**src/rtl/ysyx_25040101_mem_arbiter.sv**
```systemverilog
// Shares one memory port between instruction fetch (IFU) and load/store (LSU) requesters.
// LSU has priority, IFU gets a forced turn after a run of LSU grants, and a hung memory times out.
module ysyx_25040101_mem_arbiter #(
   parameter int unsigned ADDR_W       = 32,
   parameter int unsigned DATA_W       = 32,
   parameter int unsigned STARVE_LIMIT = 4,
   parameter int unsigned TIMEOUT      = 255
) (
   input  logic                  clk,
   input  logic                  rst,
   input  logic                  ifu_req_valid,
   output logic                  ifu_req_ready,
   input  logic [ADDR_W-1:0]     ifu_addr,
   output logic                  ifu_rsp_valid,
   output logic                  ifu_rsp_err,
   input  logic                  lsu_req_valid,
   output logic                  lsu_req_ready,
   input  logic [ADDR_W-1:0]     lsu_addr,
   input  logic                  lsu_wen,
   input  logic [DATA_W-1:0]     lsu_wdata,
   input  logic [DATA_W/8-1:0]   lsu_wmask,
   output logic                  lsu_rsp_valid,
   output logic                  lsu_rsp_err,
   output logic [DATA_W-1:0]     rsp_rdata,
   output logic                  mem_req_valid,
   input  logic                  mem_req_ready,
   output logic [ADDR_W-1:0]     mem_addr,
   output logic                  mem_wen,
   output logic [DATA_W-1:0]     mem_wdata,
   output logic [DATA_W/8-1:0]   mem_wmask,
   input  logic                  mem_rsp_valid,
   input  logic [DATA_W-1:0]     mem_rdata,
   output logic                  busy
);

   localparam int unsigned MaskW     = DATA_W / 8;
   localparam int unsigned StarveW   = $clog2(STARVE_LIMIT + 1);
   localparam logic [StarveW-1:0] StarveMax = StarveW'(STARVE_LIMIT);
   localparam logic [7:0]          ToLast    = 8'(TIMEOUT - 1);

   typedef enum logic [1:0] {StIdle, StReq, StWaitRsp} state_e;

   state_e               state_q;
   logic                 owner_ifu_q;
   logic                 owner_lsu_q;
   logic [ADDR_W-1:0]    addr_q;
   logic                 wen_q;
   logic [DATA_W-1:0]    wdata_q;
   logic [MaskW-1:0]     wmask_q;
   logic [StarveW-1:0]   starve_cnt_q;
   logic [7:0]           to_cnt_q;
   logic                 idle;
   logic                 ifu_win;
   logic                 lsu_win;

   // Grants are gated by reset so every output reads 0 while rst is low.
   always_comb begin
      idle    = rst && (state_q == StIdle);
      ifu_win = idle && ifu_req_valid && (!lsu_req_valid || (starve_cnt_q == StarveMax));
      lsu_win = idle && lsu_req_valid && !ifu_win;
   end

   always_comb begin
      ifu_req_ready = ifu_win;
      lsu_req_ready = lsu_win;
      mem_req_valid = (state_q == StReq);
      mem_addr      = addr_q;
      mem_wen       = wen_q;
      mem_wdata     = wdata_q;
      mem_wmask     = wmask_q;
      busy          = (state_q != StIdle);
   end

   always_ff @(posedge clk or negedge rst) begin
      if (!rst) begin
         state_q       <= StIdle;
         owner_ifu_q   <= 1'b0;
         owner_lsu_q   <= 1'b0;
         addr_q        <= '0;
         wen_q         <= 1'b0;
         wdata_q       <= '0;
         wmask_q       <= '0;
         starve_cnt_q  <= '0;
         to_cnt_q      <= '0;
         ifu_rsp_valid <= 1'b0;
         ifu_rsp_err   <= 1'b0;
         lsu_rsp_valid <= 1'b0;
         lsu_rsp_err   <= 1'b0;
         rsp_rdata     <= '0;
      end else begin
         ifu_rsp_valid <= 1'b0;
         ifu_rsp_err   <= 1'b0;
         lsu_rsp_valid <= 1'b0;
         lsu_rsp_err   <= 1'b0;
         unique case (state_q)
            StIdle: begin
               if (ifu_win || lsu_win) begin
                  owner_ifu_q <= ifu_win;
                  owner_lsu_q <= lsu_win;
                  addr_q      <= ifu_win ? ifu_addr : lsu_addr;
                  wen_q       <= lsu_win && lsu_wen;
                  wdata_q     <= lsu_win ? lsu_wdata : '0;
                  wmask_q     <= lsu_win ? lsu_wmask : '0;
                  // Only LSU wins over a waiting IFU advance the starvation count.
                  if (ifu_win || !ifu_req_valid) begin
                     starve_cnt_q <= '0;
                  end else if (starve_cnt_q != StarveMax) begin
                     starve_cnt_q <= starve_cnt_q + 1'b1;
                  end
                  state_q <= StReq;
               end
            end
            StReq: begin
               if (mem_req_ready) begin
                  to_cnt_q <= '0;
                  state_q  <= StWaitRsp;
               end
            end
            StWaitRsp: begin
               to_cnt_q <= to_cnt_q + 8'd1;
               if (mem_rsp_valid) begin
                  rsp_rdata     <= mem_rdata;
                  ifu_rsp_valid <= owner_ifu_q;
                  lsu_rsp_valid <= owner_lsu_q;
                  state_q       <= StIdle;
               end else if (to_cnt_q == ToLast) begin
                  rsp_rdata     <= '0;
                  ifu_rsp_valid <= owner_ifu_q;
                  ifu_rsp_err   <= owner_ifu_q;
                  lsu_rsp_valid <= owner_lsu_q;
                  lsu_rsp_err   <= owner_lsu_q;
                  state_q       <= StIdle;
               end
            end
            default: state_q <= StIdle;
         endcase
      end
   end

endmodule

```
**config.mk**
```make
export PLATFORM = sky130hd
export DESIGN_NAME = ysyx_25040101_mem_arbiter
export DESIGN_NICKNAME = d
export VERILOG_FILES = /design/src/rtl/ysyx_25040101_mem_arbiter.sv
export SDC_FILE = /design/constraint.sdc
export NUM_CORES = 1
export LEC_CHECK = 0
export CAP_MARGIN = 25
export CORE_ASPECT_RATIO = 0.75
export CORE_MARGIN = 2
export CORE_UTILIZATION = 45
export CTS_BUF_LIST = sky130_fd_sc_hd__clkbuf_8
export DETAILED_ROUTE_END_ITERATION = 6
export HOLD_SLACK_MARGIN = 0.06
export PLACE_DENSITY_LB_ADDON = 0.08
export SLEW_MARGIN = 30
export SYNTH_ARGS = -nofsm -noshare
export SYNTH_HDL_FRONTEND = slang
export SYNTH_SLANG_ARGS = --single-unit
export TNS_END_PERCENT = 5
```
**constraint.sdc**
```tcl
create_clock -name clk -period 3.95 [get_ports clk]
set_input_delay 0.9875 -clock clk [delete_from_list [all_inputs] [get_ports clk]]
set_output_delay 0.9875 -clock clk [all_outputs]
set_load 0.05 [all_outputs]
```
### After elaboration in Yosys (flattened, before gate mapping)

Cells that the tools add are included.

| operators by class | value |
|---|---|
| $add $sub $neg | 2 |
| equal/unequal tests | 8 |
| muxes and demuxes | 24 |
| reduce and logical (&&, ||, !) cells | 22 |

Operators by type and width:

| kind | count |
|---|---|
| $mux 32 | 4 |
| $pmux 8 s2 | 1 |
| $mux 1 | 10 |
| $add 8x1->8 const B | 1 |
| $eq 8x8->1 const B | 1 |
| $mux 2 | 4 |
| $mux 8 | 1 |
| $reduce_bool 2->1 | 4 |
| $logic_and 1x1->1 | 6 |
| $mux 3 | 2 |
| $ne 3x3->1 const B | 2 |
| $pmux 2 s3 | 1 |
| $reduce_and 2->1 | 3 |
| $reduce_and 3->1 | 2 |
| $mux 4 | 1 |
| $ne 2x1->1 const B | 2 |
| $add 3x1->3 const B | 1 |
| $eq 3x3->1 const B | 1 |
| $logic_not 1->1 | 3 |
| $logic_or 1x1->1 | 3 |
| $eq 2x1->1 const B | 1 |
| $eq 2x2->1 const B | 1 |
| $logic_not 2->1 | 1 |

| word-level totals | value |
|---|---|
| logic and storage cells | 70 |
| output and inout bits | 109 |
| bits in registers | 120 |

### Depth between registers and ports, before layout

Gate-level depths: netlist of the first run.

| logic depth | value |
|---|---|
| depth after elaboration | 9 |
| mapped depth | 7 |
| mapped depth without buffers | 6 |

### Least setup slack after synthesis of the first run

Ideal clock, no wire load.

| path | value |
|---|---|
| path kind | in2out |
| from | input port rst |
| to | output port ifu_req_ready |
| arrival | 1.759 ns |
| buffers on the path | 0 |
| data required time | 2.963 ns |
| stages | 3 |
| setup slack | 1.203 ns |
| cell sequence | nor3b_4 nand3_1 inv_1 |

| on the way | value |
|---|---|
| word-level cells in the longest chain between the ends | 3 |

Ends and longest elaborated chain:

| element | RTL line | text |
|---|---|---|
| start: declaration | 10 | `input logic rst,` |
| $logic_and 1x1->1 | 58 | `idle = rst && (state_q == StIdle);` |
| $logic_and 1x1->1 (2 in series) | 59 | `ifu_win = idle && ifu_req_valid && (!lsu_req_valid \|\| (starve_cnt_q == StarveMax));` |
| end: declaration | 12 | `output logic ifu_req_ready,` |

No other way between the ends.

### Worst setup path in the final report of the first run

| path | value |
|---|---|
| from | input port lsu_req_valid |
| to | output port ifu_req_ready |

| on the way | value |
|---|---|
| word-level cells in the longest chain between the ends | 3 |

Ends and longest elaborated chain:

| element | RTL line | text |
|---|---|---|
| start: declaration | 16 | `input logic lsu_req_valid,` |
| $logic_not 1->1 | 59 |  |
| $logic_or 1x1->1 | 59 |  |
| $logic_and 1x1->1 | 59 |  |

No other way between the ends.

==> results of run 1 <==
-- power by group --
part           internal [uW]  total (uW)  switching (uW)
logic                   1550        4120            2570
registers               1760        2120             360
clock network            596        1050             456
-- metrics by stage --
step | total power (uW) | cells | instance area, um^2 | hold slack (ps)
5_1_grt | 7650 | 818 | 8090 | 511
3_5_place_dp | 6260 | 788 | 7710 | 485
6_report | 7290 | 818 | 8090 | 502
4_1_cts | 7340 | 818 | 8080 | 505
2_1_floorplan | 4820 | 429 | 5140 | 455
3_3_place_gp | 6180 | 788 | 7700 | 484
-- cell usage after synthesis (2+ instances only) --
master	instances
buf_6	5
nand2b_1	4
nand3_1	12
ha_1	4
nand2_1	6
and2_1	2
o221a_2	20
or4_1	2
a32o_1	2
a22o_1	38
and3_1	2
o21bai_2	3
buf_2	10
nor2_1	2
inv_1	37
o221a_1	12
o21ai_0	38
a22oi_1	32
o211ai_1	2
nor2b_1	2
o21bai_1	30
dfrtp_1	120
clkbuf_1	20
a21oi_1	2
-- layer usage --
layer,GRT usage (%),up-vias,wire length [um]
met4,6.23,0,185
met2,41.5,169,7390
met5,0,-,0
li1,-,2071,-
met1,30.5,2188,6250
met3,8.04,17,1240
-- final cells by class --
class / instances / share of cell area (%)
Multi-Input combinational cell: 235 / 22.7
Inverter: 38 / 1.76
Tap cell: 140 / 2.17
Clock buffer: 20 / 3.40
Clock inverter: 10 / 1.27
Timing Repair Buffer: 255 / 31.6
Sequential cell: 120 / 37.1
-- cells in the final DEF (no fill, tap or decap), types with 2 or more instances in the layout --
cell type,netlist,routed
a21oi_1,2,2
a22o_1,38,38
a22oi_1,32,32
a32o_1,2,2
and2_1,2,2
and3_1,2,2
buf_12,0,2
buf_4,0,8
bufinv_16,0,2
clkbuf_8,0,20
clkdlybuf4s50_1,0,244
clkinv_2,0,7
dfrtp_1,120,120
ha_1,4,4
inv_1,37,37
nand2_1,6,6
nand2b_1,4,4
nand3_1,12,12
nor2b_1,2,2
o211ai_1,2,2
o21ai_0,38,38
o21bai_1,30,29
o21bai_2,3,3
o221a_1,12,12
o221a_2,20,20
or4_1,2,2
-- cells by family after synthesis --
| family | share of synthesized area, % |
|---|---|
| AOI/OAI and AO/OA | 28.9 |
| DFF | 58.4 |
| buffers and inverters | 6.38 |
| and+or+nand+nor | 4.92 |
| adders and majority gates | 0.974 |
| xor gates and xnor gates | 0.170 |
| muxes | 0.195 |
-- worst max-delay path, delay by kind of cell --
| family | cells | cell delay [ps] |
|---|---|---|
| buffers and inverters | 3 | 900 |
| AOI/OAI and AO/OA | 1 | 270 |
| and+or+nand+nor | 1 | 100 |
-- path summary, 6_finish.rpt --
check / from / end / slack [ps] / depth (start not counted)
min in group asynchronous: rst / mem_wmask[1] / 700 / 2
worst max-delay path: lsu_req_valid / ifu_req_ready / 710 / 5
worst min register to register: mem_wdata[2] / mem_wdata[2] / 500 / 1
max in group asynchronous: rst / mem_wdata[29] / 2800 / 2
worst min-delay path: mem_wdata[2] / mem_wdata[2] / 500 / 1
worst max register to register: state_q[1] / mem_addr[22] / 2080 / 3
-- registers in the layout (all words and copies together), names as in the netlist --
name / cells
owner_lsu_q: 1
rsp_rdata: 32
mem_addr: 32
ifu_rsp_err: 1
lsu_rsp_valid: 1
ifu_rsp_valid: 1
starve_cnt_q: 3
state_q: 2
lsu_rsp_err: 1
mem_wen: 1
mem_wdata: 32
owner_ifu_q: 1
to_cnt_q: 8
mem_wmask: 4
==> reports/summary.txt, run 1 <==
status = completed
largest net degree at the start of global routing = 72
# clock sinks = 120
slowest cell on the critical path = clkdlybuf4s50_1
via/cell ratio = 5.43
post-CTS sizing = 0
Critical Path, Cell by Cell = clkdlybuf4s50_1, a21bo_2, nand3_1, inv_1, buf_12
CTS max path bufs = 2
Die H = 96.6 um
insertion delay to the later sink of the worst-skew pair = 420 ps
unrepaired setup endpoints after global routing = false
clock buffer count from CTS = 17
final worst slack = 708 ps
slowest cell delay on critical path = 640 ps
top-area cell type share of the netlist area = 58.4%
GP Congestion = 0.766
Yosys warning count = 0
HP Class = flip-flop to flip-flop
flops & latches, synth = 120
Antenna Diode Count = 0
final worst path period need = 3240 ps
maximum vdd drop = 0.582 mV
Area Growth Syn to Fin = 57.4%
CP Max Fanout = 6
Cell Area, Synth = 5140 um^2
Worst Setup Start Kind = input port
post-synthesis instance total = 429
fraction of final layout cells sized beyond drive strength 1 = 10.9%
Crit. End Element = output pin
pwr dens = 902 nW/um^2
Residual DRC = 0
H-tree lvl count = 4
Detail Route Antenna Nets = 0
sequential-to-total area share from yosys stat = 58.4%
initial core utilization = 46.6%
Yosys cell types = 46
Max Clock Freq = 308 MHz
vias in the first global route = 4433
initial antenna violation count = 0
post-layout util = 73.4%
Arr. time, crit path = 2250 ps
DRT Wirelength = 15.1 mm
Setup CP Type = input port to output pin
syn avg cell area = 12.0 um^2
area leader, netlist = dfrtp_1
Final period util = 82.1%
Reg area = 3000 um^2
dominant cells by area after synthesis = dfrtp_1, a22o_1, a22oi_1
CTS root buf = clkbuf_8
multi-input logic area = 1840 um^2
row cnt = 33
drt pass-1 iters = 4
Die Width = 127 um
EDFF count, synth = 0
final setup vio count = 0
Ports = 248
die area = 12300 um^2
Synth Net Count = 572
Setup TNS = 0 ps
first-pass GRT wire length = 23.2 mm
post-CTS setup buffers = 0
Max-slew headroom = 46.3%
static leakage = 0.00357 uW
post-cts hold buffer count = 0
actual slew at the worst max-slew pin = 806 ps
asr flop ratio synth = 100%
Primary FF master, synth = dfrtp_1
# nets final = 810
Final Hold Fails = 0
Fill cells = 795
Max Clock Skew = 12.3 ps
core area = 11000 um^2
dpl ws = 707 ps
Total GRT Usage = 24.4%
detailed-route via count = 4445
Worst Path Required = 2960 ps
Max-Cap Viols = 0
Remaining Overflow, GRT = 0
DP HPWL = 10.6 mm
Starting DRT DRC Count = 258
clock-pin slew on the worst setup and hold paths = 60 ps
DR WL/cell = 18.4 um
number of buffers added on ports = 247
Slew Limit Fails = 0
CTS tree = yes
Power figures use the tool's default switching activity.
==> run 2: changes to the inputs <==
--- a/config.mk
+++ b/config.mk
@@ -8,7 +8,7 @@
 export CAP_MARGIN = 25
 export CORE_ASPECT_RATIO = 0.75
 export CORE_MARGIN = 2
-export CORE_UTILIZATION = 45
+export CORE_UTILIZATION = 42
 export CTS_BUF_LIST = sky130_fd_sc_hd__clkbuf_8
 export DETAILED_ROUTE_END_ITERATION = 6
 export HOLD_SLACK_MARGIN = 0.06
==> constraint.sdc (replaced) <==
create_clock -name clk -period 3.1 [get_ports clk]
set_input_delay 0.775 -clock clk [delete_from_list [all_inputs] [get_ports clk]]
set_output_delay 0.775 -clock clk [all_outputs]
set_load 0.05 [all_outputs]
==> reports/summary.txt, run 2 (same netlist as run 1, synthesis figures left out) <==
status = completed
placed cell count = 812
initial antenna violation count = 0
CP Max Fanout = 9
multi-input logic area = 1840 um^2
Max-Cap Viols = 0
actual slew at the worst max-slew pin = 682 ps
Post-Layout Cell Count = 843
final worst path period need = 2750 ps
DRT Wirelength = 15.2 mm
r2r setup slk = 1270 ps
Starting DRT DRC Count = 259
pwr dens = 1160 nW/um^2
worst r2r path cells = 5
die area = 13100 um^2
total internal power = 5190 uW
most frequent cells in the layout = clkdlybuf4s50_1, dfrtp_1, inv_1, a22o_1, o21ai_0
Reg power frac = 28.4%
largest net degree at the start of global routing = 75
Total GRT Usage = 23.8%
Remaining Overflow, GRT = 0
Die H = 99.8 um
commonest non-fill, non-tap cell in the layout = clkdlybuf4s50_1
H-tree lvl count = 4
maximum vdd drop = 0.631 mV
core area = 11800 um^2
Max Clock Skew = 14.7 ps
Max-slew headroom = 54.4%
via/cell ratio = 5.38
unrepaired setup endpoints after global routing = false
Arr. time, crit path = 1970 ps
first-pass GRT wire length = 24.9 mm
Max Clock Freq = 364 MHz
HP Class = input port to asynchronous set/reset pin
fraction of final layout cells sized beyond drive strength 1 = 10.6%
Psw = 4340 uW
clock-pin slew on the worst setup and hold paths = 80 ps
Worst Path Required = 2320 ps
Reg2Reg Capture Point = starve_cnt_q[1]
Residual DRC = 0
Clock Power Share = 16.4%
clock buffer count from CTS = 17
Reg area = 3000 um^2
Worst Setup Start Kind = flip-flop
# clock sinks = 120
Slew Limit Fails = 0
drt pass-1 iters = 5
DR WL/cell = 18.0 um
Detail Route Antenna Nets = 0
Crit. End Element = output pin
row cnt = 34
post-CTS setup buffers = 0
Final period util = 88.6%
Gate power share = 55.2%
GP Congestion = 0.793
number of buffers added on ports = 247
CTS tree = yes
final setup vio count = 0
Sw Share = 45.5%
DP HPWL = 10.5 mm
Setup TNS = 0 ps
CTS root buf = clkbuf_8
Final Hold Fails = 0
Area Growth Syn to Fin = 59.5%
insertion delay to the later sink of the worst-skew pair = 430 ps
Setup CP Type = flip-flop to output pin
Antenna Diode Count = 0
Die Width = 132 um
vias in the first global route = 4689
post-cts hold buffer count = 0
# nets final = 812
Crit Reg-Reg Startpoint = state_q[0]
Ports = 248
initial core utilization = 43.6%
static leakage = 0.00362 uW
post-CTS sizing = 0
CTS max path bufs = 2
detailed-route via count = 4535
Fill cells = 893
==> run 2: cell count changes in the layout (fill, tap and decap cells not counted) <==
cell       previous run  this run
buf_4                 8         9
or3b_2                1         0
clkinv_2              7         3
inv_1                37        41
bufinv_16             2         5
clkbuf_8             20        18
or3b_1                0         1
buf_12                2         3
==> run 2: power by group through the flow <==
stage                     Sequential (uW)  Combinational (uW)  Clock [uW]
final                                2710                5260        1560
after global routing                 2810                5510        1670
after CTS                            2700                5300        1590
after detailed placement             2720                5270           0
after global placement               2680                5220           0
after floorplan                      4820                1330           0
==> run 2: worst max path at each step <==
| stage | from | end | slack (ps) | depth (start not counted) |
|---|---|---|---|---|
| 6_report | state_q[1] | mem_req_valid | 350 | 3 |
| 2_1_floorplan | rst | ifu_req_ready | 780 | 3 |
| 5_1_grt | state_q[1] | mem_req_valid | 240 | 3 |
| 4_1_cts | state_q[1] | mem_req_valid | 320 | 3 |
| 3_5_place_dp | ifu_req_valid | ifu_req_ready | 380 | 4 |
| 3_3_place_gp | ifu_req_valid | lsu_req_ready | 430 | 5 |
==> run 2: per-layer routing <==
layer	track usage (%)	routed length (um)	part of all wire, %	vias to the layer above
met5	0	0	0	-
met4	8.36	284	1.9	0
met3	6.62	1020	6.7	24
met2	38.7	7300	48	186
met1	31.0	6590	43	2243
li1	-	-	-	2082
==> run 2: layout make-up <==
class / instances / share of cell area, %
Sequential cell: 120 / 36.6
Timing Repair Buffer: 257 / 31.5
Multi-Input combinational cell: 235 / 22.4
Clock buffer: 18 / 3.02
Tap cell: 162 / 2.47
Clock inverter: 13 / 2.29
Inverter: 38 / 1.74
==> run 2: worst max-delay path, cell delays in order (launching register included) <==
cell and delay (ps):
dfrtp_1 480, nand2b_1 200, inv_1 70, clkdlybuf4s50_1 790
==> run 2: through the flow <==
step                      cell area, um^2  hold WS [ps]  total power [uW]  setup WS (ps)  util [%]
final                                8200           500              9530            354      69.6
after global routing                 8200           515              9990            243      69.6
after CTS                            8200           504              9600            318      69.6
after detailed placement             7760           481              7990            384      65.9
after global placement               7750           482              7900            431      65.8
after floorplan                      5140           455              6150            778         -
